### src/rtl/joy_serial_scanner.sv
// Serial joystick reader: scans a 74HC165 chain, debounces each port, remaps to active-low joystick bytes. Debounce built when JOY_SCANNER_DEBOUNCE_EN is defined.
// Latency: joy_out is re-evaluated once per scan, every (2*NUM_PORTS*BITS_PER_PORT+2)*CLK_DIV clk cycles, on the scan_done edge.
// Backpressure: none; the scanner free-runs and its outputs are always valid.
module joy_serial_scanner #(
    parameter int NUM_PORTS      = 2,
    parameter int BITS_PER_PORT  = 8,
    parameter int CLK_DIV        = 16,
    parameter int DEBOUNCE_SCANS = 3
) (
    input  logic                   clk,
    input  logic                   reset,
    output logic                   joy_clk,
    output logic                   joy_load,
    input  logic                   joy_data,
    output logic [8*NUM_PORTS-1:0] joy_out,
    output logic                   scan_done
);

    localparam int TOTAL = NUM_PORTS * BITS_PER_PORT;
    localparam int KW    = $clog2(TOTAL + 1);
    localparam int DW    = $clog2(CLK_DIV);

    if (NUM_PORTS < 1 || NUM_PORTS > 4 || BITS_PER_PORT < 6 || CLK_DIV < 2 || DEBOUNCE_SCANS < 1) begin : g_bad_params
        $error("joy_serial_scanner: parameter out of range");
    end

    typedef enum logic [1:0] {
        S_LOAD,
        S_LOW,
        S_HIGH,
        S_UPDATE
    } state_t;

    state_t                       state;
    logic [DW-1:0]                div;
    logic                         tick;
    logic                         update;
    logic [KW-1:0]                bit_cnt;
    logic [TOTAL-1:0]             raw;
    logic [NUM_PORTS-1:0][7:0]    cur_byte;
    logic [NUM_PORTS-1:0]         commit;

    assign tick   = (div == DW'(CLK_DIV - 1));
    assign update = tick && (state == S_UPDATE);

    // Chain outputs follow the state one clk later, so joy_load stays low
    // for exactly one tick and joy_clk rises once per captured bit.
    always_ff @(posedge clk or posedge reset) begin
        if (reset) begin
            div       <= '0;
            state     <= S_LOAD;
            bit_cnt   <= '0;
            raw       <= '1;
            joy_clk   <= 1'b0;
            joy_load  <= 1'b1;
            scan_done <= 1'b0;
        end else begin
            div       <= tick ? '0 : div + DW'(1);
            joy_load  <= (state != S_LOAD);
            joy_clk   <= (state == S_HIGH);
            scan_done <= update;
            if (tick) begin
                case (state)
                    S_LOAD: begin
                        bit_cnt <= '0;
                        state   <= S_LOW;
                    end
                    S_LOW: begin
                        // Shifting in from the top leaves the first sampled bit at raw[0].
                        raw     <= {joy_data, raw[TOTAL-1:1]};
                        bit_cnt <= bit_cnt + KW'(1);
                        state   <= S_HIGH;
                    end
                    S_HIGH:   state <= (bit_cnt < KW'(TOTAL)) ? S_LOW : S_UPDATE;
                    S_UPDATE: state <= S_LOAD;
                    default:  state <= S_LOAD;
                endcase
            end
        end
    end

    for (genvar p = 0; p < NUM_PORTS; p++) begin : g_port
        localparam int B = p * BITS_PER_PORT;
        logic [7:0] out_q;

        assign cur_byte[p] = {2'b11, raw[B+5], raw[B+4], raw[B+0], raw[B+1], raw[B+2], raw[B+3]};

`ifdef JOY_SCANNER_DEBOUNCE_EN
        localparam int             CW   = (DEBOUNCE_SCANS > 1) ? $clog2(DEBOUNCE_SCANS) : 1;
        localparam logic [CW-1:0]  LAST = CW'(DEBOUNCE_SCANS - 1);
        logic [7:0]    prev_byte;
        logic [CW-1:0] db_cnt;
        logic [CW-1:0] cnt_nxt;

        assign cnt_nxt   = (cur_byte[p] != prev_byte) ? '0 :
                           (db_cnt == LAST)           ? LAST : db_cnt + CW'(1);
        assign commit[p] = (cnt_nxt == LAST);

        always_ff @(posedge clk or posedge reset) begin
            if (reset) begin
                prev_byte <= 8'hFF;
                db_cnt    <= '0;
            end else if (update) begin
                prev_byte <= cur_byte[p];
                db_cnt    <= cnt_nxt;
            end
        end
`else
        assign commit[p] = 1'b1;
`endif

        always_ff @(posedge clk or posedge reset) begin
            if (reset) begin
                out_q <= 8'hFF;
            end else if (update && commit[p]) begin
                out_q <= cur_byte[p];
            end
        end

        assign joy_out[8*p +: 8] = out_q;
    end

endmodule

### config.mk
export PLATFORM = sky130hd
export DESIGN_NAME = joy_serial_scanner
export DESIGN_NICKNAME = d
export VERILOG_FILES = /design/src/rtl/joy_serial_scanner.sv
export SDC_FILE = /design/constraint.sdc
export NUM_CORES = 1
export LEC_CHECK = 0
export CAP_MARGIN = 20
export CORE_UTILIZATION = 48
export DETAILED_ROUTE_END_ITERATION = 7
export PLACE_DENSITY = 0.83
export SYNTH_ARGS = -nofsm -noshare
export SYNTH_HDL_FRONTEND = slang
export SYNTH_SLANG_ARGS = --single-unit
export TNS_END_PERCENT = 50
### constraint.sdc
create_clock -name clk -period 1.65 [get_ports clk]
set_clock_uncertainty 0.15 [all_clocks]
set_input_delay 0.33 -clock clk [delete_from_list [all_inputs] [get_ports clk]]
set_output_delay 0.33 -clock clk [all_outputs]
set_load 0.03 [all_outputs]
### Word level (Yosys, flattened, before mapping)

Index checks and enable logic that the tools add are counted.

| operators by class | value |
|---|---|
| divide/modulo/power cells | 0 |
| reduce and logical (&&, ||, !) cells | 6 |
| mux-type cells | 4 |
| shift-type cells | 0 |
| $lt $le $gt $ge | 1 |
| $mul | 0 |
| add/sub/neg operators | 2 |
| bitwise logic cells | 0 |
| eq/ne operators | 4 |

Operators by type and width:

| operator | number |
|---|---|
| 5-bit case mux with 2 select lines | 1 |
| 2-bit case mux with 4 select lines | 1 |
| 5-bit by 1-bit adder with 5-bit output, second input constant | 1 |
| 5-bit < comparator, second input constant | 1 |
| 4-bit by 1-bit adder with 4-bit output, second input constant | 1 |
| 2-bit equality test, second input constant | 2 |
| 4-bit equality test, second input constant | 1 |
| 4-bit 2-to-1 mux | 1 |
| 2-bit AND reduction | 2 |
| 2-bit nonzero test | 2 |
| 2-bit by 1-bit equality test with 1-bit output, second input constant | 1 |
| 2-bit zero test | 1 |
| 2-bit 2-to-1 mux | 1 |
| 1-bit logical AND | 1 |

| word-level totals | value |
|---|---|
| register bits | 42 |
| input port bits | 3 |
| bits in read-only memories | 0 |
| latch bits | 0 |
| word-level logic and storage cells | 26 |
| bits in writable memories | 0 |
| memories kept | 0 |

### Longest topological paths before layout

| depth | value |
|---|---|
| depth after elaboration | 3 |
| depth in mapped cells | 5 |
| depth with buffers taken out | 4 |

### Worst setup path after synthesis

No wires, ideal clock.

| timing path | value |
|---|---|
| kind | register to register |
| start point | register div[0] |
| end point | register raw[15] |
| slack | -0.053 ns |
| data required time | 1.418 ns |
| buffers on the path | 1 |
| arrival time | 1.471 ns |
| cell stages (with the launch flop) | 6 |
| path through | dfrtp_1 > ha_1 > and3_4 > and3b_2 > buf_6 > mux2_2 |

| between the ends | value |
|---|---|
| cells in the longest elaborated chain, start to end | 2 |

Ends and longest elaborated chain:

| item | RTL line | text |
|---|---|---|
| start: declaration | 35 | `logic [DW-1:0] div;` |
| start signal: assignment | 58 | `div <= tick ? '0 : div + DW'(1);` |
| 4-bit equality test | 43 | `assign tick = (div == DW'(CLK_DIV - 1));` |
| 2-bit AND reduction (no line) | n/a |  |
| end signal: assignment | 70 | `raw <= {joy_data, raw[TOTAL-1:1]};` |
| end: declaration | 39 | `logic [TOTAL-1:0] raw;` |

No other way between the ends.
A chain may end at the register's enable or synchronous reset.

### Worst setup path in the final report

| timing path | value |
|---|---|
| start point | register div[1] |
| end point | register bit_cnt[0] |

| between the ends | value |
|---|---|
| cells in the longest elaborated chain, start to end | 2 |

Ends and longest elaborated chain:

| item | RTL line | text |
|---|---|---|
| 4-bit equality test | 43 |  |
| 2-bit AND reduction (no line) | n/a |  |
| end signal: assignment | 71 | `bit_cnt <= bit_cnt + KW'(1);` |
| end: declaration | 38 | `logic [KW-1:0] bit_cnt;` |

No other way between the ends.

==> results by group <==
Power
  – LEAKAGE: 0.919 nW
  – PwrDens: 774 nW/um2
  – Peak supply drop: 510 uV
  – Final Power: 1.58 mW

Placed design
  – GPL Wtd Cong: 0.695
  – Port Buffers: 17
  – Hpwl dp: 1720 um
  – Setup WS pre-CTS: -136 ps

STA
  – Hold Worst Slack: 167 ps
  – Unrepaired setup endpoints after global routing: yes
  – Final min period: 1680 ps
  – Setup TNS: -26.0 ps
  – Pins Over Slew Limit: 0
  – Final setup margin: -26.0 ps
  – Final Hold Fails: 0
  – Final setup viols: 1
  – FMAX: 597 MHz
  – Final Cycle Share: 102%

Floorplan
  – Die height: 62.0 um
  – I/O pins: 22
  – Die Wd: 62.0 um
  – Die footprint: 3850 um2
  – Core ar.: 3390 um2
  – Cell row count: 21
  – Initial Util: 51.1%

Critical path
  – R2R Setup Slk: -30 ps
  – Slowest CP cell: dfrtp_1
  – Critical path depth: 5
  – Arrival time worst endpoint: 1770 ps
  – Worst path cell trace: ha_2 -> and3_4 -> and3b_2 -> buf_6 -> mux2_2
  – FF-to-FF End: bit_cnt[0]
  – Crit-path max cell delay: 410 ps
  – Worst reg2reg path depth: 5
  – CP max FO: 8
  – Crit path capture: bit_cnt[0]
  – Worst r2r src: div[1]
  – Crit path launch: div[1]
  – Worst EP required: 1750 ps
  – CP top delay family: simple AND/OR/NAND/NOR gates
  – Worst path bufs/invs: 1
  – Worst Setup End Kind: register
  – Crit Path Class: register to register
  – Startpoint types: register

CTS
  – CTS Hold Bufs: 0
  – Clock slew at reported path FFs: 120 ps
  – CTS max path bufs: 2
  – H-tree depth: 2
  – Total clock sinks: 42
  – Clock root cell: clkbuf_4
  – CTS tree: built
  – Clock latency on the worst-skew pair: 360 ps
  – Cts bufs inserted: 5
  – Setup Buffers After CTS: 0

Logic synthesis
  – Synth Area in XOR/XNOR: 2.02%
  – Adder-cell area share of the yosys netlist: 1.45%
  – Sequential-to-total area share from yosys stat: 62.8%
  – FF+latch count, synth: 42
  – Post-synth ARST share: 100%
  – Ys Warns: 0
  – Mapped cell area: 1730 um2
  – Distinct cells, synth: 25
  – Largest family of logic cells by synthesized area: multiplexers
  – Mean Syn Cell Area: 15.2 um2
  – Top FF cell, synth: dfstp_2
  – Post-synthesis mux area share: 19.3%
  – Simple-gate share of the synthesized area: 5.57%
  – Mapped Cells: 114
  – Number of enable flip-flop cells after synthesis: 0
  – Synth Area in Compound Gates: 3.62%

Layout
  – ANT cells: 0
  – Commonest cells after routing, fill and taps aside: dfstp_2 (29), mux2_2 (27), buf_4 (20)
  – Layout cells sized above 1: 64.8%
  – Area Overhead vs Synth: 17.6%
  – Final net count: 149
  – Most common cell after layout, fill and taps aside: dfstp_2

GRT
  – Initial antenna violation count: 0
  – Largest net degree at the start of global routing: 43
  – Met1 Usage GRT: 18.9%
  – GRT met3 Usage: 6.21%
  – Vias in the first global route: 912
  – Total grt overflow: 0
  – First-pass GRT wire length: 4080 um
  – Tot GR Track Use: 15.3%
  – Most used routing layer: met2
  – Met2 usage: 23.9%

Detailed routing
  – Initial DRC count: 13
  – Wire length per cell: 14.2 um
  – Number of remaining DRC errors: 0
  – Post-DR vias/cell: 4.95
  – Via count: 946
  – WL final: 2720 um
  – Initial DRT Pass Iterations: 2
  – DRT antenna net count: 0

Min path
  – Hold Crit Class: input pin to async pin

Flow run
  – # Max-Cap Violations: 0

Status
  – Status: finished, violations left
  – Failing checks: setup timing
[report_power, final]
group / switching [mW] / leakage (nW) / total [mW] / internal (mW)
clock: 0.330 / 0.0322 / 0.498 / 0.168
combinational: 0.0314 / 0.421 / 0.0415 / 0.0101
sequential: 0.000620 / 0.467 / 1.04 / 1.04
[cell families (layout without fill, tap and decap cells)]
family / Yosys count / in the layout
flip-flops: 42 / 42
multiplexers: 29 / 29
AND/OR/NAND/NOR: 14 / 16
buffers and inverters: 12 / 38
AO/OA/AOI/OAI: 10 / 10
XOR/XNOR: 4 / 4
adder cells (fa/ha/maj): 2 / 2
other: 1 / 4
[tightest hold or removal path: stages]
cell	delay (ps)
clkdlybuf4s50_1	390
inv_1	90
buf_12	230
[worst min path at each step]
stage,slack [ps],endpoint,startpoint
2_1_floorplan,300,div[0],div[0]
3_3_place_gp,340,bit_cnt[2],bit_cnt[2]
6_report,170,div[0],reset
4_1_cts,160,bit_cnt[0],reset
5_1_grt,190,div[3],reset
3_5_place_dp,360,bit_cnt[1],bit_cnt[1]
[timing repair]
action	in CTS	in global routing
setup endpoints to repair	33	32
hold endpoints to repair	0	0
cloned	0	2
resized for setup	3	3
pin swaps	2	1
[layout make-up]
class                           count  area (um2)
Clock buffer                        6        41.3
Clock inverter                      2        13.8
Fill cell                         262        1360
Inverter                            4        15.0
Multi-Input combinational cell     65         601
Sequential cell                    42        1090
Tap cell                           46        57.6
Timing Repair Buffer               26         219
[through the flow]
stage	utilization (%)	cell area, um2	cells
final	60.0	2030	191
after global routing	60.0	2030	191
after detailed placement	57.5	1950	181
after CTS	59.1	2000	189
after floorplan	-	1740	117
after global placement	57.5	1950	181
[state kept, by name, summed over array words and instances (netlist names)]
signal,cells
state,2
div,4
bit_cnt,5
scan_done,1
joy_load,1
raw,16
g_port.out_q,12
joy_clk,1
[routing by layer]
| layer | vias to the layer above | share of wire, % |
|---|---|---|
| li1 | 451 | - |
| met1 | 475 | 45 |
| met2 | 16 | 50 |
| met3 | 4 | 3.6 |
| met4 | 0 | 1.5 |
| met5 | - | 0 |
[synthesized netlist by cell type, types with 2 or more instances]
library cell   n  area share (%)
mux2_2        27              18
nand2_1        3            0.65
buf_4          5             2.2
inv_1          4            0.87
mux2_4         2             1.7
xor2_1         2             1.0
buf_6          3             2.0
o21ai_0        5             1.4
ha_1           2             1.4
dfrtp_1       13              19
a22o_1         2             1.0
dfstp_2       29              44
nand3_1        3            0.87
xnor2_1        2             1.0
nor2b_1        2            0.72
No activity file was read; power rests on OpenSTA's default activity.
